### config.mk
export PLATFORM = sky130hd
export DESIGN_NAME = arbitro_roteamento
export DESIGN_NICKNAME = d
export VERILOG_FILES = /design/src/rtl/arbitro_pkg.sv /design/src/rtl/prioridade_circular.sv /design/src/rtl/arbitro_roteamento.sv
export SDC_FILE = /design/constraint.sdc
export NUM_CORES = 1
export LEC_CHECK = 0
export ABC_AREA = 0
export CAP_MARGIN = 20
export CORE_MARGIN = 4
export CORE_UTILIZATION = 53
export DETAILED_ROUTE_END_ITERATION = 10
export GPL_TIMING_DRIVEN = 0
export PLACE_DENSITY = 0.77
export SLEW_MARGIN = 20
export SYNTH_ARGS = -nofsm -noshare
export SYNTH_HDL_FRONTEND = slang
export SYNTH_SLANG_ARGS = --single-unit
### constraint.sdc
create_clock -name clk -period 3.2 [get_ports clk]
set_input_delay 0.48 -clock clk [delete_from_list [all_inputs] [get_ports clk]]
set_output_delay 0.48 -clock clk [all_outputs]
set_load 0.05 [all_outputs]
### src/rtl/arbitro_pkg.sv
// arbitro_pkg: shared types and constants for the routing-mux arbiter.
package arbitro_pkg;
    typedef enum logic {IDLE, GRANT} state_t;
    typedef logic [1:0] idx_t;
    localparam int NREQ = 4;
endpackage

### src/rtl/prioridade_circular.sv
// prioridade_circular: first requester at or after ptr, scanning upward mod 4.
module prioridade_circular
    import arbitro_pkg::*;
(
    input  logic [NREQ-1:0] req,
    input  idx_t            ptr,
    output logic            found,
    output idx_t            idx
);
    logic [2*NREQ-1:0] dbl;
    logic [NREQ-1:0]   rot;
    idx_t              off;
    // rotate so that bit 0 is the ptr position, then a fixed priority pick
    always_comb begin
        dbl   = {req, req} >> ptr;
        rot   = dbl[NREQ-1:0];
        off   = rot[0] ? 2'd0 : rot[1] ? 2'd1 : rot[2] ? 2'd2 : 2'd3;
        found = |req;
        idx   = ptr + off;
    end
endmodule

### src/rtl/arbitro_roteamento.sv
// arbitro_roteamento: round-robin arbiter driving the 4:1 routing mux select,
// with a bounded hold time per grant.
module arbitro_roteamento
    import arbitro_pkg::*;
#(
    parameter int MAX_HOLD = 8,
    parameter int CW       = 8
) (
    input  logic            clk,
    input  logic            rst_n,
    input  logic [NREQ-1:0] req,
    output idx_t            SEL,
    output logic [NREQ-1:0] grant,
    output logic            valid
);
    state_t        state;
    idx_t          ptr;
    logic [CW-1:0] cnt;
    logic          rel;
    idx_t          sptr;
    logic          found;
    idx_t          idx;
    // on release the search restarts just past the current owner
    always_comb begin
        rel  = (state == GRANT) && (!req[SEL] || cnt == CW'(MAX_HOLD - 1));
        sptr = rel ? SEL + 2'd1 : ptr;
    end
    prioridade_circular u_prio (
        .req   (req),
        .ptr   (sptr),
        .found (found),
        .idx   (idx)
    );
    always_ff @(posedge clk) begin
        if (!rst_n) begin
            state <= IDLE;
            SEL   <= '0;
            grant <= '0;
            valid <= 1'b0;
            ptr   <= '0;
            cnt   <= '0;
        end else if (state == IDLE || rel) begin
            ptr <= sptr;
            if (found) begin
                SEL   <= idx;
                grant <= 4'b0001 << idx;
                valid <= 1'b1;
                cnt   <= '0;
                state <= GRANT;
            end else begin
                grant <= '0;
                valid <= 1'b0;
                state <= IDLE;
            end
        end else begin
            cnt <= cnt + 1'b1;
        end
    end
endmodule

# [Word level (Yosys, flattened, before mapping)]
# Index checks and enable logic that the tools add are counted.
[word_totals] reg_bits=17 output_inout_bits=7 in_bits=6
[op_classes] add_sub_neg=3 bitwise=1 muxes=10 n_lt_le_gt_ge=1 reduce_logical=6 n_shift=2 eq_ne=2
[op_table] operator="$mux W8" n=2
[op_table] operator="$add A8 B1 Y8 const B" n=1
[op_table] operator="$eq A8 B3 Y1 const B" n=1
[op_table] operator="$shr A8 B2 Y3" n=1
[op_table] operator="$mux W2" n=3
[op_table] operator="$mux W4" n=1
[op_table] operator="$reduce_or A4 Y1" n=1
[op_table] operator="$shl A1 B2 Y4 const A" n=1
[op_table] operator="$lt A2 B3 Y1 const B" n=1
[op_table] operator="$mux W1" n=3
[op_table] operator="$add A2 B1 Y2 const B" n=1
[op_table] operator="$add A2 B2 Y2" n=1
[op_table] operator="$bmux W1 S2" n=1
[op_table] operator="$logic_or A1 B1 Y1" n=2
[op_table] operator="$ne A2 B2 Y1 const B" n=1
[op_table] operator="$reduce_and A2 Y1" n=1
[op_table] operator="$logic_and A1 B1 Y1" n=1
[op_table] operator="$logic_not A1 Y1" n=1
[op_table] operator="$not A1 Y1" n=1

# [Longest topological paths before layout]
# Gate-level depths: netlist (run 1).
[logic_depth] word_depth=13 depth_mapped=12

# [Modules after synthesis]
# From an unflattened synthesis (run 1), not the netlist that was laid out.
[hier_totals] hier_cells=133 hier_area_um2=1094.8
[by_module_without_submodules] module="arbitro_roteamento" instances=1 seq_area_each_um2=340.3 area_each_um2=922.1 cells_each=110
[by_module_without_submodules] module="prioridade_circular" instances=1 seq_area_each_um2=0.0 area_each_um2=172.7 cells_each=23

# [Worst setup path before layout (run 1)]
# No wires, ideal clock.
[synth_path] kind="register -> register" startpoint="reg SEL[0]" endpoint="reg grant[1]" slack_ns=0.137 stages_incl_launch_ff=12 setup_time_ns=0.117 n_path_buf=1 required_ns=3.083 arrival_ns=2.946 period_less_slack_ns=3.063 cell_sequence="dfxtp_1 > mux4_2 > o41ai_2 > a21oi_1 > or2_0 > buf_2 > nand3b_1 > o221ai_1 > mux2_2 > ha_1 > and3_1 > a32o_1"
[synth_via] elab_chain_cells=13 elab_cells_between_ends=15
[synth_lines] item="start: declaration" line="arbitro_roteamento.sv:12" text="output idx_t SEL,"
[synth_lines] item="start signal: assignment" line="arbitro_roteamento.sv:45" text="SEL <= idx;"
[synth_lines] item="$bmux W1 S2" line="arbitro_roteamento.sv:25" text="rel = (state == GRANT) && (!req[SEL] || cnt == CW'(MAX_HOLD - 1));"
[synth_lines] item="$mux W1 (implied by the code)" line="arbitro_roteamento.sv:25"
[synth_lines] item="$logic_not A1 Y1" line="arbitro_roteamento.sv:25"
[synth_lines] item="$logic_or A1 B1 Y1" line="arbitro_roteamento.sv:25"
[synth_lines] item="$logic_and A1 B1 Y1" line="arbitro_roteamento.sv:25"
[synth_lines] item="$mux W2 *" line="arbitro_roteamento.sv:26" text="sptr = rel ? SEL + 2'd1 : ptr;"
[synth_lines] item="$shr A8 B2 Y3" line="prioridade_circular.sv:15" text="dbl = {req, req} >> ptr;"
[synth_lines] item="$mux W1" line="prioridade_circular.sv:17" text="off = rot[0] ? 2'd0 : rot[1] ? 2'd1 : rot[2] ? 2'd2 : 2'd3;"
[synth_lines] item="$mux W2 (2 in a row)" line="prioridade_circular.sv:17"
[synth_lines] item="$add A2 B2 Y2 *" line="prioridade_circular.sv:19" text="idx = ptr + off;"
[synth_lines] item="net idx[0]" line="arbitro_roteamento.sv:22" text="idx_t idx;"
[synth_lines] item="$shl A1 B2 Y4 *" line="arbitro_roteamento.sv:46" text="grant <= 4'b0001 << idx;"
[synth_lines] item="$mux W4 *" line="arbitro_roteamento.sv:44" text="if (found) begin"
[synth_lines] item="end signal: assignment" line="arbitro_roteamento.sv:46"
[synth_lines] item="end: declaration" line="arbitro_roteamento.sv:13" text="output logic [NREQ-1:0] grant,"
# The timed path passes the listed nets; every way through them passes the cells marked *. The select of a mux whose other input is x is not followed.
# A chain may end at the register's enable or synchronous reset.

# [Worst setup path in the final report (run 1)]
# Same ends and word-level chain as after synthesis.

==> results of run 1 <==
-- power breakdown --
group | switching [mW] | total, mW | internal (mW)
Clock | 0.0688 | 0.116 | 0.0467
Combinational | 0.257 | 0.434 | 0.177
Sequential | 0.0331 | 0.282 | 0.249
-- how the worst max path moves through the flow --
stage	from	to	slack (ns)	cells past startpoint
floorplan	SEL[0]	grant[1]	0.14	11
global placement	req[3]	grant[1]	-0.21	12
detailed placement	req[3]	grant[1]	-0.28	12
CTS	req[3]	grant[1]	0.04	12
global route	cnt[0]	grant[1]	0.09	12
finish	SEL[0]	grant[1]	0.30	11
-- final cells by class --
cell class	count	area share (%)
multi-input combinational	90	53.2
sequential	17	28.9
timing repair buffer	11	9.98
tap	25	2.65
buffer	4	2.02
clock buffer	3	1.91
inverter	3	0.955
clock inverter	1	0.425
-- sequential cells by signal, indices dropped and copies added, names as in the netlist --
register  cells
cnt           8
grant         4
SEL           2
ptr           2
state         1
-- critical path, cell delays in order, from the launching register on --
cell	delay (ns)
dfxtp_1	0.44
mux4_2	0.57
o41ai_2	0.09
a21oi_1	0.16
or2_0	0.21
buf_2	0.16
nand3b_1	0.08
o221ai_1	0.10
mux2_2	0.29
ha_1	0.35
and3_1	0.17
a32o_1	0.20
-- routing by layer --
layer  global-route usage [%]  vias up  part of all wire (%)
li1                         -      465                     -
met1                     25.2      422                    48
met2                     28.6       20                    45
met3                     3.50        7                   3.4
met4                     10.9        0                   2.7
met5                        0        -                     0
-- cell families (layout without fill, tap and decap cells) --
family / Yosys count / in the layout / share of synthesized area (%)
mux: 4 / 4 / 5.62
xor+xnor: 2 / 2 / 2.50
flops: 17 / 17 / 34.0
compound gates: 35 / 35 / 25.8
buf+inv: 7 / 22 / 3.50
fa+ha+maj: 2 / 2 / 2.50
simple gates: 47 / 47 / 26.1
-- placed cells by master, fill, tap and decap left out, types with 4 or more instances in the layout --
master            n
clkdlybuf4s50_1   8
nand3b_1          7
nand2_1           4
nand3_1           5
a21oi_1          10
nor2_1           11
o21ai_0          10
and3_1            5
dfxtp_1          17
-- what timing repair did --
| action | in CTS | in global routing |
|---|---|---|
| endpoints found under the setup margin | 0 | 5 |
| hold buffers | 0 | 0 |
| resized for setup | 0 | 3 |
| hold endpoints to repair | 0 | 0 |
==> run metrics, run 1 <==
Highest Clock Rate=0.345 GHz; final WL=2.17 mm; final hold violation count=0; RSZ-0062 raised after global routing=false; type of the worst setup path=flip-flop to flip-flop; share of the synthesized area in the top cell type=34.0%; Post-synth EDFFs=0; initial antenna violation count=0; CTS tree=built; total track usage=19.0%; post-DP HPWL=1.64 mm; CTS Sinks=17; VDD IR max=0.613 mV; vias in the first global route=841; DR vias=914; DP Cell Count=150; sequential fraction of the synthesis area=34.0%; Final #Nets=138; MaxCap Viol Count=0; hold depth=2; Synth area leaders=dfxtp_1, nand3b_1, a21oi_1; pre-CTS WS=-0.277 ns; multi-input logic area=627 sq um; most common cell in the netlist=dfxtp_1; placed inst area=1140 sq um; final cell count without fillers=154; syn avg cell area=8.79 sq um; Design Power=832 uW; area leader, netlist=dfxtp_1; r2r worst-path depth=11; total negative slack=0 ns; Reg2Reg Setup Slack=0.30 ns; Routed Antenna Nets=0; fin area=1180 sq um; leakage=0.466 nW; largest net degree at the start of global routing=11; relative slew slack=66.8%; worst-case clock skew=0.00984 ns; Synth top cells by count=dfxtp_1, nor2_1, a21oi_1, o21ai_0, nand3b_1; share of layout cells above drive strength 1=14.0%; Buffers on Ports=11; hold crit path type=flip-flop to flip-flop; Yosys warnings=0; number of distinct library cells after synthesis=40; worst-path fanout max=6; final core utilization=66.8%; Critical R2R Capture=grant[1]; average vias per placed instance=5.94; fin crit share=90.6%; fin crit period=2.90 ns; CP endpoint kind=flip-flop; die width=51.5 um; Storage cell area=340 sq um; # H-tree levels=1; core area=1760 sq um; ys flop type=dfxtp_1; drt pass-1 iters=4; die area=2650 sq um; Clock transition at path regs=0.10 ns; Max clock buf depth=2; GPL Wtd Cong=0.911; num ports=13; FFs w/ async S/R, synth=0%; Post-Syn Area=1000 sq um; Setup Fix Bufs, Post-CTS=0; Root Driver=clkbuf_4; Wirelength per Cell=14.1 um; residual DRC count=0; number of placement rows=15; Overflow after GRT=0; final worst slack=0.300 ns; Hold Path End=grant[3]; wire length of the first global-routing pass=3.78 mm; status=completed; Crit Reg-Reg Startpoint=SEL[0]; setup violators final=0; max-slew violations=0; Filler cells=173; hold path startpoint=grant[3]; Clk Latency, worst-skew pair=0.30 ns; die height=51.5 um; total CTS buffers=3; startpoint types=flip-flop; register bit count reported by yosys=17; WHS=0.488 ns; synth-to-layout area growth=17.6%; crit path DAT=3.11 ns; Power Dens Cells=706 nW/um^2; Worst Tran Pin Value=0.497 ns; Iter 0 DRT Violations=16; syn nets=122; Initial Utilization=56.8%; Crit path required time=3.41 ns; Cells after Synth=114; # diodes=0
(Power assumes the default switching activity.)
==> run 2: changes to the inputs <==
Settings changed: ABC_AREA 0 to not set.
==> results of run 2 <==
The final DEF is identical to that of run 1; final timing and power are the same.
==> run 3: changes to the inputs <==
Settings changed: CORE_UTILIZATION 53 to 50, PLACE_DENSITY 0.77 to 0.73.
==> run 3 against run 2 <==
- combinational power is 2% higher
- largest cell class unchanged
- flip-flop and latch count stayed put
- utilization is 1.3 points lower
- sequential share of layout area is 0.33 points lower
- clock-buffer cell count is 1 higher
- setup slack worse by 0.025 ns
- fmax is 0.84% lower
- die area is 5.1% higher
==> run metrics, run 3 (synthesis gave the netlist of run 1 again) <==
leakage=0.464 nW (-0.37%); hold path startpoint=grant[2]; CTS tree=built; Filler cells=168 (-2.9%); cts hold-fix bufs=0 (unchanged); MaxCap Viol Count=0 (unchanged); drt pass-1 iters=4 (unchanged); critical path's slowest cell=dfxtp_1; Clk Latency, worst-skew pair=0.28 ns (-0.02 ns); die width=52.8 um (+2.5%); hold crit path type=flip-flop to flip-flop; synth-to-layout area growth=19.0%; CP cell instances=ha_1 > nand2_1 > o41ai_4 > a21oi_2 > or2_0 > buf_2 > nand3b_1 > o221ai_1 > mux2_2 > ha_1 > and3_1 > a32o_1; wire length of the first global-routing pass=3.93 mm (+4.0%); GPL Wtd Cong=0.840 (-7.7%); max-slew violations=0 (unchanged); Top Family by Delay on Critical Path=compound AO/OA/AOI/OAI gates; setup violators final=0 (unchanged); largest net degree at the start of global routing=11 (unchanged); final hold violation count=0 (unchanged); post-DP HPWL=1.71 mm (+4.5%); share of layout cells above drive strength 1=14.0% (unchanged); fin crit share=91.4% (+0.77 points); most frequent CP cell=ha_1; max FFs per register=8 (unchanged); # diodes=0 (unchanged); Max clock buf depth=2 (unchanged); # H-tree levels=1 (unchanged); crit path DAT=3.10 ns (about the same); post-cts sizing count=0 (unchanged); DP Cell Count=150 (unchanged); vias in the first global route=860 (+2.3%); Final #Nets=138 (unchanged); RSZ-0062 raised after global routing=false; Initial Utilization=55.1% (-1.8 points); Crit Reg-Reg Startpoint=cnt[0]; Root Driver=clkbuf_4; die area=2780 sq um (+5.1%); Clock transition at path regs=0.09 ns (about the same); Largest regs=cnt: 8 flops, grant: 4 flops; Critical R2R Capture=grant[1]; startpoint types=flip-flop; Routed Antenna Nets=0 (unchanged); number of placement rows=15 (unchanged); type of the worst setup path=flip-flop to flip-flop; fin crit period=2.92 ns (+0.0245 ns); Highest Clock Rate=0.342 GHz (-0.84%); Iter 0 DRT Violations=28 (+12); worst-path fanout max=6 (unchanged); final WL=2.26 mm (+3.8%); CP startpoint=cnt[0]; r2r worst-path depth=12 (+1); worst-case clock skew=0.00593 ns (-0.00391 ns); relative slew slack=66.7% (-0.11 points); CP endpoint kind=flip-flop; CTS Sinks=17 (unchanged); VDD IR max=0.539 mV (-12%); final cell count without fillers=154 (unchanged); largest reg by FF count=cnt; residual DRC count=0 (unchanged); commonest non-fill, non-tap cell in the layout=dfxtp_1; Logic pwr share=52.9% (+0.7 points); Overflow after GRT=0 (unchanged); Wirelength per Cell=14.7 um (+3.8%); most frequent cells in the layout=dfxtp_1, nor2_1, o21ai_0; Hold Path End=grant[2]; Setup Fix Bufs, Post-CTS=0 (unchanged); hold depth=2 (unchanged); Seq pwr share=33.9% (about the same); Buffers on Ports=11 (unchanged); net switching power figure=353 uW (-1.6%); total track usage=19.0% (-0.048 points); Sw Ratio=42.4% (-0.77 points); initial antenna violation count=0 (unchanged); total CTS buffers=3 (unchanged); Worst Path Buf+Inv=1 (unchanged); Crit path required time=3.38 ns (-0.03 ns); Reg2Reg Setup Slack=0.28 ns (-0.02 ns); num ports=13 (unchanged); Pint=480 uW (+1.6%); DR vias=919 (+0.55%); status=completed; Worst Tran Pin Value=0.499 ns (+0.00163 ns); Power Dens Cells=699 nW/um^2 (-0.94%); Design Power=833 uW (+0.22%); clock network fraction of design power=13.2% (-0.7 points); die height=52.8 um (+2.5%); Largest stage delay, worst path=0.39 ns (-0.18 ns); average vias per placed instance=5.97 (+0.55%); core area=1820 sq um (+3.2%)
==> run 3: per-stage QoR <==
stage	util [%]	hold WS (ns)	worst slack, ns	cell area (sq um)	TNS (ns)
2_1_floorplan	-	0.460	0.137	1000	0
3_3_place_gp	62.8	0.463	-0.232	1140	-0.908
3_5_place_dp	62.8	0.468	-0.288	1140	-1.24
4_1_cts	64.3	0.490	0.0133	1170	0
5_1_grt	65.5	0.520	0.0349	1190	0
6_report	65.5	0.485	0.275	1190	0
==> run 3: cell type report <==
cell class | instances | area [sq um] | area share [%]
Buffer | 4 | 23.8 | 1.99
Clock buffer | 4 | 26.3 | 2.20
Inverter | 3 | 11.3 | 0.944
Multi-Input combinational cell | 90 | 642 | 53.8
Sequential cell | 17 | 340 | 28.5
Tap cell | 25 | 31.3 | 2.62
Timing Repair Buffer | 11 | 118 | 9.86
==> run 3: worst max path at each step <==
stage | endpoint | slack [ns] | cells after the start
after floorplan | grant[1] | 0.14 | 11
after global placement | grant[1] | -0.23 | 12
after detailed placement | grant[1] | -0.29 | 12
after CTS | grant[1] | 0.01 | 12
after global routing | grant[1] | 0.03 | 12
final | grant[1] | 0.28 | 12
==> run 3: power groups by stage <==
stage | clock, mW | sequential, mW | combinational (mW)
global placement | 0 | 0.284 | 0.426
finish | 0.110 | 0.282 | 0.441
global route | 0.124 | 0.289 | 0.478
floorplan | 0 | 0.383 | 0.224
CTS | 0.114 | 0.282 | 0.434
detailed placement | 0 | 0.287 | 0.432
==> run 3: worst min-delay path, cell delays in order (launching register included) <==
cell	delay [ns]
dfxtp_1	0.33
nand3_1	0.08
o41ai_2	0.05
==> run 3: metal layers <==
layer	up-vias	GRT usage (%)	wire (um)	part of all wire [%]
li1	460	-	-	-
met4	0	5.11	22	0.97
met3	4	3.70	94	4.2
met2	29	30.4	1080	48
met5	-	0	0	0
met1	426	25.8	1060	47
